## config.mk

```make
export PLATFORM = sky130hd
export DESIGN_NAME = conway_driver
export DESIGN_NICKNAME = d
export VERILOG_FILES = /design/src/rtl/conway_driver.sv
export SDC_FILE = /design/constraint.sdc
export NUM_CORES = 1
export LEC_CHECK = 0
export ABC_AREA = 1
export ABC_CLOCK_PERIOD_IN_PS = 1800
export BUFFER_PORTS_ARGS = -buffer_cell sky130_fd_sc_hd__buf_2
export CAP_MARGIN = 20
export CORE_MARGIN = 2
export CORE_UTILIZATION = 45
export DETAILED_ROUTE_END_ITERATION = 12
export PLACE_DENSITY = 0.77
export SETUP_SLACK_MARGIN = 0.3
export SLEW_MARGIN = 10
export SYNTH_ARGS = -nofsm -noshare
export SYNTH_HDL_FRONTEND = slang
export SYNTH_SLANG_ARGS = --single-unit
```

## constraint.sdc

```tcl
create_clock -name clk -period 1.8 [get_ports clk]
set_clock_uncertainty 0.2 [all_clocks]
set_input_delay 0.18 -clock clk [delete_from_list [all_inputs] [get_ports clk]]
set_output_delay 0.18 -clock clk [all_outputs]
set_load 0.1 [all_outputs]
```

## src/rtl/conway_driver.sv

```systemverilog
// conway_driver: row-stream pattern loader and generation pacer for the 8x8 Life grid.
// Optional still-life auto-halt is built when CONWAY_DRIVER_STABLE_STOP_EN is defined.
module conway_driver #(
  parameter int ROWS     = 8,
  parameter int COLS     = 8,
  parameter int STEP_DIV = 4
) (
  input  logic                 clk,
  input  logic                 reset_n,
  input  logic [COLS-1:0]      row_data,
  input  logic                 row_valid,
  output logic                 row_ready,
  input  logic                 start,
  input  logic                 stop,
  input  logic                 step,
  input  logic                 clear,
  input  logic [ROWS*COLS-1:0] current_state,
  input  logic [ROWS*COLS-1:0] next_state,
  output logic [ROWS*COLS-1:0] initial_state,
  output logic                 clk_en,
  output logic                 load_run,
  output logic                 running,
  output logic [15:0]          gen_count,
  output logic                 stable
);

  localparam int              RW       = (ROWS > 1) ? $clog2(ROWS) : 1;
  localparam logic [RW-1:0]   ROW_LAST = RW'(ROWS - 1);
  localparam logic [23:0]     PRESC_TC = 24'(STEP_DIV - 1);

  typedef enum logic [2:0] {
    ST_IDLE  = 3'd0,
    ST_LOAD  = 3'd1,
    ST_PRIME = 3'd2,
    ST_HALT  = 3'd3,
    ST_RUN   = 3'd4
  } state_t;

  state_t                 state_r, state_nxt;
  logic [RW-1:0]          row_r, row_nxt;
  logic [ROWS*COLS-1:0]   init_r, init_nxt;
  logic [23:0]            presc_r, presc_nxt;
  logic                   clk_en_r, clk_en_nxt;
  logic                   load_run_r, load_run_nxt;
  logic                   running_r;
  logic [15:0]            gen_r, gen_nxt;
  logic                   beat;
  logic                   still;
  logic                   still_halt;

  function automatic logic [15:0] sat_inc(input logic [15:0] v);
    return (v == 16'hFFFF) ? v : v + 16'd1;
  endfunction

  assign row_ready     = (state_r == ST_IDLE) || (state_r == ST_LOAD);
  assign beat          = row_valid && row_ready;
  assign initial_state = init_r;
  assign clk_en        = clk_en_r;
  assign load_run      = load_run_r;
  assign running       = running_r;
  assign gen_count     = gen_r;

`ifdef CONWAY_DRIVER_STABLE_STOP_EN
  logic stable_r;

  assign still  = (next_state == current_state);
  assign stable = stable_r;

  // Still-life flag: set by the RUN step that detected it, cleared by clear/start
  always_ff @(posedge clk or negedge reset_n) begin
    if (!reset_n) begin
      stable_r <= 1'b0;
    end else if (clear) begin
      stable_r <= 1'b0;
    end else if (still_halt) begin
      stable_r <= 1'b1;
    end else if (start) begin
      stable_r <= 1'b0;
    end else begin
      stable_r <= stable_r;
    end
  end
`else
  logic unused_status;

  assign still         = 1'b0;
  assign stable        = 1'b0;
  assign unused_status = ^{current_state, next_state, still_halt};
`endif

  // Next-state, pattern assembly, prescaler and step-pulse generation
  always_comb begin
    state_nxt    = state_r;
    row_nxt      = row_r;
    init_nxt     = init_r;
    presc_nxt    = presc_r;
    clk_en_nxt   = 1'b0;
    load_run_nxt = load_run_r;
    gen_nxt      = gen_r;
    still_halt   = 1'b0;
    if (clear) begin
      state_nxt    = ST_IDLE;
      row_nxt      = '0;
      init_nxt     = '0;
      presc_nxt    = 24'd0;
      load_run_nxt = 1'b0;
      gen_nxt      = 16'd0;
    end else begin
      case (state_r)
        ST_IDLE, ST_LOAD: begin
          if (beat) begin
            for (int r = 0; r < ROWS; r++) begin
              if (row_r == RW'(r)) begin
                init_nxt[r*COLS +: COLS] = row_data;
              end else begin
                init_nxt[r*COLS +: COLS] = init_r[r*COLS +: COLS];
              end
            end
            if (row_r == ROW_LAST) begin
              // The grid latches the pattern during the single PRIME cycle
              state_nxt    = ST_PRIME;
              row_nxt      = '0;
              clk_en_nxt   = 1'b1;
              load_run_nxt = 1'b0;
              gen_nxt      = 16'd0;
            end else begin
              state_nxt = ST_LOAD;
              row_nxt   = row_r + RW'(1);
            end
          end else begin
            state_nxt = state_r;
          end
        end
        ST_PRIME: begin
          state_nxt = ST_HALT;
        end
        ST_HALT: begin
          if (stop) begin
            state_nxt = ST_HALT;
          end else if (start) begin
            state_nxt    = ST_RUN;
            presc_nxt    = 24'd0;
            load_run_nxt = 1'b1;
          end else if (step) begin
            clk_en_nxt   = 1'b1;
            load_run_nxt = 1'b1;
            gen_nxt      = sat_inc(gen_r);
          end else begin
            state_nxt = ST_HALT;
          end
        end
        ST_RUN: begin
          load_run_nxt = 1'b1;
          if (stop) begin
            state_nxt = ST_HALT;
            presc_nxt = 24'd0;
          end else if (presc_r == PRESC_TC) begin
            presc_nxt  = 24'd0;
            clk_en_nxt = 1'b1;
            gen_nxt    = sat_inc(gen_r);
            if (still) begin
              state_nxt  = ST_HALT;
              still_halt = 1'b1;
            end else begin
              state_nxt = ST_RUN;
            end
          end else begin
            presc_nxt = presc_r + 24'd1;
          end
        end
        default: begin
          state_nxt    = ST_IDLE;
          row_nxt      = '0;
          init_nxt     = '0;
          presc_nxt    = 24'd0;
          load_run_nxt = 1'b0;
          gen_nxt      = 16'd0;
        end
      endcase
    end
  end

  // State and output registers; clk_en leaves straight from a flop for the clock gate
  always_ff @(posedge clk or negedge reset_n) begin
    if (!reset_n) begin
      state_r    <= ST_IDLE;
      row_r      <= '0;
      init_r     <= '0;
      presc_r    <= 24'd0;
      clk_en_r   <= 1'b0;
      load_run_r <= 1'b0;
      running_r  <= 1'b0;
      gen_r      <= 16'd0;
    end else begin
      state_r    <= state_nxt;
      row_r      <= row_nxt;
      init_r     <= init_nxt;
      presc_r    <= presc_nxt;
      clk_en_r   <= clk_en_nxt;
      load_run_r <= load_run_nxt;
      running_r  <= (state_nxt == ST_RUN);
      gen_r      <= gen_nxt;
    end
  end

endmodule

```

# Yosys cells after proc, flatten, opt, wreduce, memory -nomap -nowiden
# Index checks and enable logic that the tools add are counted.
word_totals:
  regBits: 113
  output_inout_bits: 85
op_classes:
  n_addsub: 3
  n_eq_ne: 33
  mux: 56
  n_reduce_logical: 19
op_table:
  columns: ["cell", "count"]
  rows:
  - ["two-way mux 16 bit", 9]
  - ["two-way mux 64 bit", 2]
  - ["one-hot mux 64 bit (2 select lines)", 1]
  - ["two-way mux 24 bit", 5]
  - ["one-hot mux 24 bit (3 select lines)", 1]
  - ["two-way mux 8 bit", 8]
  - ["one-hot mux 16 bit (4 select lines)", 1]
  - ["inequality test 3 bit (second input constant)", 15]
  - ["two-way mux 3 bit", 10]
  - ["AND reduction 3 bit", 9]
  - ["adder 24 x 1 -> 24 bit (second input constant)", 1]
  - ["equality test 24 x 2 -> 1 bit (second input constant)", 1]
  - ["equality test 3 bit (second input constant)", 6]
  - ["adder 16 x 1 -> 16 bit (second input constant)", 1]
  - ["equality test 16 bit (second input constant)", 1]
  - ["two-way mux 1 bit", 14]
  - ["equality test 3 x 2 -> 1 bit (second input constant)", 4]
  - ["one-hot mux 3 bit (4 select lines)", 1]
  - ["AND reduction 8 bit", 1]
  - ["equality test 3 x 1 -> 1 bit (second input constant)", 2]
  - ["zero test 3 bit", 2]
  - ["one-hot mux 3 bit (2 select lines)", 1]
  - ["OR reduction 3 bit", 2]
  - ["AND reduction 5 bit", 1]
  - ["other kinds (11)", 12]

# Depth between registers and ports, before layout
depth:
  ltp_word: 7
  depth_mapped: 11
  depth_no_buf: 11

# Least setup slack after synthesis
# OpenSTA, ideal clock, no wires.
synth_path:
  path_kind: "reg2reg"
  start: "register gen_r[0] (netlist: gen_count[0])"
  end: "register gen_r[0] (netlist: gen_count[0])"
  setup_time_ns: 0.123
  t_arrival_ns: 2.332
  t_required_ns: 1.477
  setup_slack_ns: -0.855
  path_stages_with_launch: 12
  period_less_slack_ns: 2.655
  cell_sequence: "dfrtp_1 -> ha_1 -> nand2_1 -> nor2_1 -> nand2_1 -> nor2_1 -> nand3_1 -> nor2_1 -> nor2_2 -> buf_4 -> nand3_1 -> nand2_1"
synth_via:
  elab_chain_len: 7
  elab_cells_between_ends: 10
synth_lines:
  columns: ["element", "line_no", "source"]
  rows:
  - ["start, declared", "46", "logic [15:0] gen_r, gen_nxt;"]
  - ["start signal, assigned", "202", "gen_r <= gen_nxt;"]
  - ["adder 16 x 1 -> 16 bit / equality test 16 bit (equally long branches)", "52", "return (v == 16'hFFFF) ? v : v + 16'd1;"]
  - ["two-way mux 16 bit (*)", "52", null]
  - ["two-way mux 16 bit", "144", "end else if (step) begin"]
  - ["two-way mux 16 bit", "140", "end else if (start) begin"]
  - ["two-way mux 16 bit", "138", "if (stop) begin"]
  - ["one-hot mux 16 bit (4 select lines) (*)", "109", "case (state_r)"]
  - ["two-way mux 16 bit (*)", "101", "if (clear) begin"]
# Every way passes the cells marked *; elsewhere a longest branch is shown, timed or not. The select of a mux whose other input is x is not followed.
# A chain may end at the register's enable or synchronous reset.

# Final worst setup path
layout_path:
  start: "register state_r[1]"
  end: "register init_r[36] (netlist: initial_state[36])"
layout_via:
  elab_chain_len: 5
  elab_cells_between_ends: 15
layout_lines:
  columns: ["element", "line_no", "source"]
  rows:
  - ["start, declared", "39", "state_t state_r, state_nxt;"]
  - ["start signal, assigned", "195", "state_r <= state_nxt;"]
  - ["equality test 3 x 1 -> 1 bit / zero test 3 bit (equally long branches)", "55, 109", null]
  - ["logical OR 1 bit", "55", "assign row_ready = (state_r == ST_IDLE) || (state_r == ST_LOAD);"]
  - ["logical AND 1 bit", "56", "assign beat = row_valid && row_ready;"]
  - ["inequality test 3 bit (no source line)", null, null]
  - ["AND reduction 3 bit (no source line)", null, null]
  - ["end signal, assigned", "197", "init_r <= init_nxt;"]
  - ["end, declared", "41", "logic [ROWS*COLS-1:0] init_r, init_nxt;"]
# Parallel ways exist; a longest one is shown, timed or not.

==> run metrics <==
total length of routed wires 23600 microns; crit path kind reg2reg; Clock Root Buffer sky130_fd_sc_hd__clkbuf_16; final setup fails 98; maximum clock rate 506 MHz; Detail Placement HPWL 11700 microns; IO Pins 228; violations in the final reports negative hold slack, negative setup slack; H-tree levels 4; average via count per standard cell 5.58; number of global-route vias before repair 6660; maximum number of pins on one net before global-route repair 62; Simple-Gate Fraction of Synth Area 39.8%; FP Rows 41; Worst IR Drop VDD 828 uV; kind of end point of the critical path register; aggregate global routing overflow 0; arrival time of data at the critical path endpoint 2.08 ns; clock sinks 113; Core Area 12700 sq um; worst min-delay path class in2async; total non-filler cell area in the finished layout 10200 sq um; Worst R2R Path Depth 11; share of cell area taken by muxes after synthesis 0%; area occupied by multi-input gates 3870 sq um; GP Congestion 0.940; overall via count from detail_route 7036; routed len/inst 18.7 microns; clock period minus final worst setup slack 1.98 ns; Power Internal 5570 uW; area growth from synthesis to layout 72.8%; most common cell after layout, fill and taps aside sky130_fd_sc_hd__nand2_1; count of cell types in the netlist 39; clock power share 35.8%; final net count 1227; wire length of the first global-routing pass 32800 microns; post-synthesis area per instance 7.22 sq um; synthesized net count 972; drt first pass iters 6; dpl ws -0.311 ns; DRT iter0 DRCs 665; synthesis warning total 0; required time of the critical path 1.91 ns; area share of fa/ha/maj cells after synthesis 1.69%; share of cells above drive strength 1 48.1%; setup repair after global routing missed its margin true; minimum hold slack -0.00827 ns; part of the total power dissipated in sequential elements 31.4%; filler cell count in the final layout 682; CP max FO 8; total DRC errors in the routed layout 0; PwrDens 909 nW/um^2; flops & latches, synth 113; initial core utilization 46.6%; leading cell types in the layout, fill and taps excluded sky130_fd_sc_hd__nand2_1, sky130_fd_sc_hd__buf_4, sky130_fd_sc_hd__dfrtp_1; crit share post-route 110%; CTS tree done; dominant combinational cell family by area after synthesis simple AND/OR/NAND/NOR gates; fraction of power spent switching nets 40.2%; Mapped Cells 821; clock transition at the register clock pins on the worst setup and hold paths after CTS 0.06 ns; share of total power in combinational logic 32.7%; status complete, but fails checks; die height 119 microns; max-slew violations 0; power dissipated by switching net loads 3740 uW; share of the synthesized area in compound gates (AO/OA/AOI/OAI) 4.28%; port buffer count 98; CTS Buf Count 17; number of antenna violations at the first check in global routing 0; clock latency reported for the late side of the worst-skew pair 0.42 ns; storage element area 2860 sq um; post-synthesis sequential area ratio 47.7%; leakage power of the design 0.00501 uW; number of maximum-capacitance constraint violations 0; Setup crit start kind register; combined area of all synthesized cells 5930 sq um; placement-stage cell area 7690 sq um; XOR/XNOR Fraction of Synth Area 0.739%; worst-case setup margin in the final layout -0.176 ns; Hold Violations, Final 12; Die X-Extent 119 microns; number of antenna-violating nets in the routed design 0; global-route total usage across every layer 29.3%; n_diodes 0; Die Area 14100 sq um; clk buf depth 2
[layer usage]
metal / up-vias / share of wire [%] / global-route usage [%]
li1: 3117 / - / -
met1: 3364 / 38 / 36.2
met2: 433 / 49 / 49.0
met3: 122 / 7.8 / 6.90
met4: 0 / 5.2 / 12.5
met5: - / 0 / 0
[synth_stat cells]
library cell                  n  area share (%)
sky130_fd_sc_hd__o21ai_2      3            0.44
sky130_fd_sc_hd__o2111ai_1    1            0.15
sky130_fd_sc_hd__nor2_4       1            0.19
sky130_fd_sc_hd__or2_0        1            0.11
sky130_fd_sc_hd__inv_1       59             3.7
sky130_fd_sc_hd__xor2_1       3            0.44
sky130_fd_sc_hd__nand3b_1     1            0.13
sky130_fd_sc_hd__nand3_2      1            0.17
sky130_fd_sc_hd__o21bai_1     3            0.38
sky130_fd_sc_hd__o22ai_1      1            0.11
sky130_fd_sc_hd__buf_6        1            0.19
sky130_fd_sc_hd__a21boi_0     1            0.13
sky130_fd_sc_hd__nor2_1     108             6.8
sky130_fd_sc_hd__nor3_1      11            0.93
sky130_fd_sc_hd__conb_1       1           0.063
sky130_fd_sc_hd__o31ai_1      2            0.25
sky130_fd_sc_hd__o21a_1       2            0.25
sky130_fd_sc_hd__a31o_2       1            0.15
sky130_fd_sc_hd__nor2_2       3            0.32
sky130_fd_sc_hd__buf_2        6            0.51
sky130_fd_sc_hd__nand2_2      3            0.32
sky130_fd_sc_hd__inv_2       12            0.76
sky130_fd_sc_hd__a21oi_1     11            0.93
sky130_fd_sc_hd__a21o_1       1            0.13
sky130_fd_sc_hd__xnor2_1      2            0.30
sky130_fd_sc_hd__nand2_1    352              22
sky130_fd_sc_hd__clkbuf_1     2            0.13
sky130_fd_sc_hd__o21ai_0      8            0.68
sky130_fd_sc_hd__nor3b_1      3            0.38
sky130_fd_sc_hd__ha_1         8             1.7
sky130_fd_sc_hd__o211ai_1     1            0.13
sky130_fd_sc_hd__or2_2        1            0.11
sky130_fd_sc_hd__nand4_1     13             1.4
sky130_fd_sc_hd__nand2_4      6             1.1
sky130_fd_sc_hd__dfrtp_1    113              48
sky130_fd_sc_hd__o21ai_1      3            0.25
sky130_fd_sc_hd__a31oi_1      3            0.32
sky130_fd_sc_hd__buf_4        3            0.38
sky130_fd_sc_hd__nand3_1     66             5.6
[power by group through the flow]
stage	clock network, uW	registers (uW)	logic, uW
6_report	3330	2930	3050
5_1_grt	3440	2940	3140
4_1_cts	3300	2900	2880
3_5_place_dp	0	2920	2530
3_3_place_gp	0	2920	2510
2_1_floorplan	0	4400	486
[repair_timing]
item,CTS,global route
buffers inserted,26,20
hold buffers,6,0
setup endpoints to repair,194,139
hold endpoints to repair,119,0
pin swaps,69,34
cloned,6,2
gates resized for setup,300,133
[path summary, 6_finish.rpt]
kind | start | slack (ns) | to
worst min-delay path | reset_n | -0.008 | presc_r[14]
worst max-delay path | state_r[1] | -0.18 | initial_state[36]
worst max register to register | state_r[1] | -0.18 | initial_state[36]
worst min register to register | initial_state[18] | 0.27 | initial_state[18]
min in group clk | row_data[7] | 0.04 | initial_state[63]
max in group asynchronous | reset_n | 0.78 | initial_state[6]
[flip-flops by register name, summed over array words and instances (netlist names)]
register and cells:
initial_state 64, presc_r 24, gen_count 16, row_r 3, state_r 3, clk_en 1
load_run 1, running 1
[worst max-delay path: stages, from the launching register on]
cell,delay [ns]
sky130_fd_sc_hd__dfrtp_2,0.48
sky130_fd_sc_hd__nor2_4,0.18
sky130_fd_sc_hd__nor2_1,0.07
sky130_fd_sc_hd__nor2_1,0.16
sky130_fd_sc_hd__nand2_2,0.07
sky130_fd_sc_hd__nand2_2,0.14
sky130_fd_sc_hd__inv_8,0.07
sky130_fd_sc_hd__buf_12,0.17
sky130_fd_sc_hd__nand2_8,0.09
sky130_fd_sc_hd__inv_8,0.05
sky130_fd_sc_hd__nand2_1,0.09
sky130_fd_sc_hd__nand2_1,0.07
[cell type report]
type                    count  area share [%]
flip-flops and latches    113            27.9
clock inverters            11            1.09
inverters                  71            3.46
clock buffers              21            4.49
multi-input cells         632            37.8
well taps                 172            2.10
repair buffers            241            23.2
[stage by stage]
stage	power [uW]	cells	setup TNS (ns)	hold slack, ns	util [%]
after floorplan	4890	821	-2.78	-0.316	-
after detailed placement	5450	1169	-5.76	-0.107	60.4
final	9310	1261	-8.73	-0.00827	80.5
after global routing	9530	1261	-13.99	0.0330	80.5
after CTS	9080	1239	-0.0155	0.000583	75.3
after global placement	5420	1169	-4.06	-0.108	60.4
[cell families after synthesis]
group | count (synthesis)
compound gates | 41
xor+xnor | 5
fa+ha+maj | 8
buf+inv | 83
flops | 113
other cells | 1
simple gates | 570
No activity file was read; power rests on OpenSTA's default activity.
